## src/rtl/router_pkt_pkg.sv

```systemverilog
// Shared router packet definitions: widths, header layout, decapsulator states.
package router_pkt_pkg;

  localparam int unsigned DATA_WIDTH        = 1024;
  localparam int unsigned AURORA_DATA_WIDTH = 64;
  localparam int unsigned HEADER_WIDTH      = 9;
  localparam int unsigned PAYLOAD_WIDTH     = AURORA_DATA_WIDTH - HEADER_WIDTH;
  localparam int unsigned NUMBER_BEATS      = 19;
  localparam int unsigned LAST_BEAT_BITS    = DATA_WIDTH - (NUMBER_BEATS - 1) * PAYLOAD_WIDTH;

  // Bits of the last beat's payload field that carry no data and must be zero.
  localparam int unsigned PAD_WIDTH         = PAYLOAD_WIDTH - LAST_BEAT_BITS;
  // Payload collected from the full beats ahead of the last one.
  localparam int unsigned ASM_WIDTH         = (NUMBER_BEATS - 1) * PAYLOAD_WIDTH;
  localparam int unsigned BEAT_IDX_WIDTH    = $clog2(NUMBER_BEATS);

  // Header field offsets within the 9-bit header.
  localparam int unsigned TTL_LSB           = 0;
  localparam int unsigned TTL_WIDTH         = 2;
  localparam int unsigned PKT_NUM_LSB       = 2;
  localparam int unsigned PKT_NUM_WIDTH     = 5;
  localparam int unsigned ROUTER_ID_LSB     = 7;
  localparam int unsigned ROUTER_ID_WIDTH   = 2;

  typedef struct packed {
    logic [ROUTER_ID_WIDTH-1:0] router_id;
    logic [PKT_NUM_WIDTH-1:0]   pkt_num;
    logic [TTL_WIDTH-1:0]       ttl;
  } pkt_header_t;

  typedef enum logic {
    IDLE    = 1'b0,
    COLLECT = 1'b1
  } decap_state_t;

  // Payload field of an Aurora beat (everything above the header).
  function automatic logic [PAYLOAD_WIDTH-1:0] beat_payload(
    input logic [AURORA_DATA_WIDTH-1:0] beat
  );
    return beat[AURORA_DATA_WIDTH-1:HEADER_WIDTH];
  endfunction

endpackage

```

## src/rtl/decap_timeout_cnt.sv

```systemverilog
// Loadable/clearable gap counter with a terminal-count pulse on the LIMIT-th increment.
module decap_timeout_cnt #(
  parameter int unsigned LIMIT = 256,
  localparam int unsigned CNT_WIDTH = $clog2(LIMIT + 1)
) (
  input  logic                 clk,
  input  logic                 rst,
  input  logic                 clear,
  input  logic                 load,
  input  logic [CNT_WIDTH-1:0] load_value,
  input  logic                 inc,
  output logic                 expire_c
);

  logic [CNT_WIDTH-1:0] count;

  // Terminal count: this increment would bring the counter to LIMIT.
  assign expire_c = inc && !clear && !load && (count == CNT_WIDTH'(LIMIT - 1));

  // Counter register; restarts from zero once it expires.
  always_ff @(posedge clk) begin
    if (rst) begin
      count <= '0;
    end else if (clear || expire_c) begin
      count <= '0;
    end else if (load) begin
      count <= load_value;
    end else if (inc) begin
      count <= count + 1'b1;
    end
  end

endmodule

```

## src/rtl/decap_packet.sv

```systemverilog
// Strips per-beat headers from 19 Aurora beats and rebuilds one 1024-bit DFX word.
module decap_packet
  import router_pkt_pkg::*;
#(
  parameter int unsigned TIMEOUT_CYCLES = 256
) (
  input  logic                         clk,
  input  logic                         rst,
  input  logic [AURORA_DATA_WIDTH-1:0] data_recv,
  input  logic                         data_recv_valid,
  output logic [DATA_WIDTH-1:0]        data_dfx_recv,
  output logic [HEADER_WIDTH-1:0]      header_pkt_recv,
  output logic                         decap_valid,
  output logic                         decap_error,
  output logic                         decap_busy
);

  localparam int unsigned TO_CNT_WIDTH = $clog2(TIMEOUT_CYCLES + 1);

  decap_state_t              state;
  logic [BEAT_IDX_WIDTH-1:0] idx;
  pkt_header_t               hdr_q;
  logic [ASM_WIDTH-1:0]      asm_q;

  pkt_header_t               beat_hdr_c;
  logic [PAYLOAD_WIDTH-1:0]  payload_c;
  logic                      hdr_ok_c;
  logic                      pad_ok_c;
  logic                      last_c;
  logic                      gap_c;
  logic                      timeout_c;

  // Beat decode shared by every state.
  assign beat_hdr_c = pkt_header_t'(data_recv[HEADER_WIDTH-1:0]);
  assign payload_c  = beat_payload(data_recv);
  assign hdr_ok_c   = (beat_hdr_c == hdr_q);
  assign pad_ok_c   = (payload_c[PAYLOAD_WIDTH-1:LAST_BEAT_BITS] == PAD_WIDTH'(0));
  assign last_c     = (idx == BEAT_IDX_WIDTH'(NUMBER_BEATS - 1));
  assign gap_c      = (state == COLLECT) && !data_recv_valid;

  // Idle-gap watchdog inside a packet; held clear outside COLLECT and on every beat.
  decap_timeout_cnt #(
    .LIMIT (TIMEOUT_CYCLES)
  ) u_timeout (
    .clk        (clk),
    .rst        (rst),
    .clear      (!gap_c),
    .load       (1'b0),
    .load_value (TO_CNT_WIDTH'(0)),
    .inc        (gap_c),
    .expire_c   (timeout_c)
  );

  // Collection FSM: beats shift in from the top so beat 0 ends up in the low bits.
  always_ff @(posedge clk) begin
    if (rst) begin
      state           <= IDLE;
      idx             <= '0;
      hdr_q           <= '0;
      asm_q           <= '0;
      data_dfx_recv   <= '0;
      header_pkt_recv <= '0;
      decap_valid     <= 1'b0;
      decap_error     <= 1'b0;
      decap_busy      <= 1'b0;
    end else begin
      decap_valid <= 1'b0;
      decap_error <= 1'b0;
      case (state)
        IDLE: begin
          if (data_recv_valid) begin
            hdr_q      <= beat_hdr_c;
            asm_q      <= {payload_c, asm_q[ASM_WIDTH-1:PAYLOAD_WIDTH]};
            idx        <= BEAT_IDX_WIDTH'(1);
            state      <= COLLECT;
            decap_busy <= 1'b1;
          end
        end
        COLLECT: begin
          if (data_recv_valid) begin
            if (!hdr_ok_c || (last_c && !pad_ok_c)) begin
              decap_error <= 1'b1;
              idx         <= '0;
              state       <= IDLE;
              decap_busy  <= 1'b0;
            end else if (last_c) begin
              data_dfx_recv   <= {data_recv[HEADER_WIDTH +: LAST_BEAT_BITS], asm_q};
              header_pkt_recv <= hdr_q;
              decap_valid     <= 1'b1;
              idx             <= '0;
              state           <= IDLE;
              decap_busy      <= 1'b0;
            end else begin
              asm_q <= {payload_c, asm_q[ASM_WIDTH-1:PAYLOAD_WIDTH]};
              idx   <= idx + 1'b1;
            end
          end else if (timeout_c) begin
            decap_error <= 1'b1;
            idx         <= '0;
            state       <= IDLE;
            decap_busy  <= 1'b0;
          end
        end
        default: begin
          idx        <= '0;
          state      <= IDLE;
          decap_busy <= 1'b0;
        end
      endcase
    end
  end

endmodule

```

## config.mk

```make
export PLATFORM = sky130hd
export DESIGN_NAME = decap_packet
export DESIGN_NICKNAME = d
export VERILOG_FILES = /design/src/rtl/router_pkt_pkg.sv /design/src/rtl/decap_timeout_cnt.sv /design/src/rtl/decap_packet.sv
export SDC_FILE = /design/constraint.sdc
export NUM_CORES = 2
export LEC_CHECK = 0
export CORE_AREA = 2 2 424 426
export DETAILED_ROUTE_END_ITERATION = 10
export DIE_AREA = 0 0 426 428
export GPL_ROUTABILITY_DRIVEN = 0
export SLEW_MARGIN = 20
export SYNTH_ARGS = -nofsm -noshare
export SYNTH_HDL_FRONTEND = slang
export SYNTH_HIERARCHICAL = 1
export SYNTH_SLANG_ARGS = --single-unit
export TNS_END_PERCENT = 10
```

## constraint.sdc

```tcl
create_clock -name clk -period 5.3 [get_ports clk]
set_input_delay 1.06 -clock clk [delete_from_list [all_inputs] [get_ports clk]]
set_output_delay 1.06 -clock clk [all_outputs]
set_load 0.01 [all_outputs]
```

==> summary.txt <==
Floorplanning
  • DIE HEIGHT: 428 um
  • FP Rows: ~160
  • Chip Width: 426 um
  • Initial Util: 0.4170
  • Die area: 0.1823 mm^2
  • Io pins: 1103
  • Core area: approximately 0.18 mm^2

Synth
  • Syn avg cell area: slightly above 8 um^2
  • Netlist cell types: 46
  • Seq/Total Area, Yosys: 0.5540
  • Synth area leader: dfxtp_1
  • Post-Synthesis Cells: between 9000 and 10000
  • Post-synth ARST share: 0
  • Number of flops mapped to enable cells by yosys: 0
  • Largest cells by area after synthesis: dfxtp_1, a21oi_1, nand2_1
  • Synthesis Warnings: 6
  • Seq cells post-synth: 2050
  • Synth Cell Area: between 0.07 and 0.08 mm^2
  • Top cell type's share of synthesized area: 0.5540
  • Post-synth top flop: dfxtp_1

CTS
  • Hold buffers post-CTS: 0
  • Worst-path clk slew: roughly 0.060 ns
  • Maximum clock path buffer count: 3
  • Worst skew pair latency: between 0.8 and 0.9 ns
  • # Post-CTS Setup Buffers: 0
  • Clock sinks: approximately 2100
  • CTS Root Cell: clkbuf_16
  • CTS tree: done
  • Num CTS Buffers: approximately 210
  • H-Tree Depth: 4
  • PostCTS Resize Cnt: 0

Drt
  • WL/cell: between 20 and 25 um
  • DRC viols: 0
  • Total Wirelength: 285900 um
  • Initial drt markers: 6647
  • Number of detailed-route iterations in the first pass: 9
  • Vias: 68610
  • Routed Antenna Nets: 0
  • Via density per instance: 5.584

Timing
  • Max Freq: about 280 MHz
  • Post-layout min period: 3.615 ns
  • Tcrit/Tclk final: 0.6821
  • TNS Setup: 0 ns
  • RSZ-0062 raised after global routing: no
  • Setup Skew: roughly 0.035 ns
  • Hold_ws: roughly 0.45 ns
  • Final hold viol count: 0
  • Final setup viols: 0
  • Measured slew at the worst slew-check pin: roughly 1.3 ns
  • Slew headroom: 0.1133
  • Final-report max-slew violation count: 0

Final layout
  • Share of cells above drive strength 1: 0.05035
  • # fillers: 16910
  • Post-layout nets: 9831
  • Core Util, Final: 0.5242
  • Area delta synth->final: 25.70%
  • Multi-input gate area: approximately 0.029 mm^2
  • Reg area: 0.04104 mm^2

Power
  • Max rail drop VDD: 0.0002626 V
  • Final Total Pwr: 31.58 mW
  • PD cells: between 300 and 400 mW/mm^2
  • Leakage: ~29 nW

Global routing
  • First-pass GRT wire length: roughly 420000 um
  • Largest net degree at the start of global routing: 230
  • Vias in the first global route: ~64000
  • Gr usage total: 0.2988
  • Global route overflow: 0
  • Initial antenna violation count: 2

Place
  • Buffers added on ports: 1102
  • Detailed placement HPWL: around 200000 um

Run status
  • Status: completed

Setup path
  • Crit Path Class: in -> reg
  • CP arrival: 4.29 ns
  • Worst EP required: approximately 6 ns
  • Critical Path Fanout Max: between 200 and 250
  • Crit start category: input port
  • Crit path capture type: flop

Flow run
  • Max_cap viols: 0

Worst hold path
  • Hold Crit Class: reg -> reg
-- metal layers --
| metal | up-vias | part of all wire | GRT usage | routed length (um) |
|---|---|---|---|---|
| li1 | 32420 | - | - | - |
| met1 | 33070 | 0.38 | 0.3571 | 109400 |
| met2 | 2520 | 0.48 | 0.4869 | 136500 |
| met3 | 596 | 0.067 | 0.05911 | 19170 |
| met4 | 2 | 0.073 | 0.1954 | 20840 |
| met5 | - | 0.000028 | 0 | 8 |
-- stage by stage --
step	setup slack [ns]	cell area (um^2)	cells
4_1_cts	2.054	93110	12290
6_report	1.685	93120	12290
2_1_floorplan	2.537	74130	9194
5_1_grt	1.722	93110	12290
3_5_place_dp	1.129	86090	11900
3_3_place_gp	1.172	86090	11900
-- cell families after synthesis --
logic type / Yosys count / share of synthesized area
flops: 2050 / 0.5540
compound gates: 3092 / 0.2096
mux: 3 / 0.0004054
buf+inv: 918 / 0.05737
fa+ha+maj: 4 / 0.0006756
other cells: 1 / 0.00005062
xor+xnor: 15 / 0.001773
simple gates: 3098 / 0.1762
-- Yosys cell counts, types with 3 or more instances --
master and instances:
dfxtp_1 2050, a21oi_1 2042, nand2_1 2011, nand3_1 1037, o21ai_0 637, clkbuf_1 452, o21ai_1 400, buf_2 359
buf_1 50, buf_6 44, nor2_1 13, xor2_1 10, inv_1 8, nand2b_1 5, xnor2_1 5, buf_4 4
ha_1 4, nand4_1 4, nor3_1 4, nor4_1 4, mux2i_1 3, nor2b_1 3, nor3b_1 3, or3_1 3
-- where the power goes --
group	switching (mW)	internal (mW)	total (mW)
clock network	6.31	8.80	15.1
registers	0.0535	15.5	15.5
logic	0.760	0.199	0.959
total	7.13	24.5	31.6
-- state kept, by name, summed over array words and instances (netlist names) --
signal           flops
decap_valid          1
state                1
hdr_q                9
data_dfx_recv     1024
idx                  5
decap_busy           1
asm_q              990
header_pkt_recv      9
u_timeout/count      9
decap_error          1
-- final timing paths --
check	startpoint	slack [ns]	end	depth (start not counted)
setup / recovery	data_recv[47]	1.68	data_dfx_recv[403]	7
hold / removal	asm_q[46]	0.45	asm_q[46]	2
hold reg to reg	asm_q[46]	0.45	asm_q[46]	2
setup reg to reg	idx[0]	2.07	data_dfx_recv[403]	8
-- cell usage in the layout (no fill, tap or decap), types with 5 or more instances in the layout --
cell type	instances
xor2_1	10
clkinv_2	33
nand2_1	2011
nand2b_1	5
clkbuf_16	214
buf_12	73
conb_1	14
inv_1	8
o21ai_1	400
clkdlybuf4s50_1	1101
clkbuf_8	50
a21oi_1	2042
nor2_1	13
xnor2_1	5
dfxtp_1	2050
bufinv_16	14
clkbuf_1	57
o21ai_0	637
buf_4	90
nand3_1	1037
-- cell type report --
class	instances	area share
Tap cell	2355	0.03164
Multi-Input combinational cell	6226	0.3102
Sequential cell	2050	0.4407
Antenna cell	1	0.00002687
Clock inverter	61	0.008291
Inverter	8	0.0003225
Timing Repair Buffer	1265	0.1416
Clock buffer	321	0.06720
-- worst max-delay path, stage by stage --
cell,delay (ns)
clkdlybuf4s50_1,0.48
nor4_1,0.33
nand4_1,0.39
or3_4,0.69
buf_12,0.33
o21ai_0,0.47
a21oi_1,0.11
No activity file was read; power rests on OpenSTA's default activity.
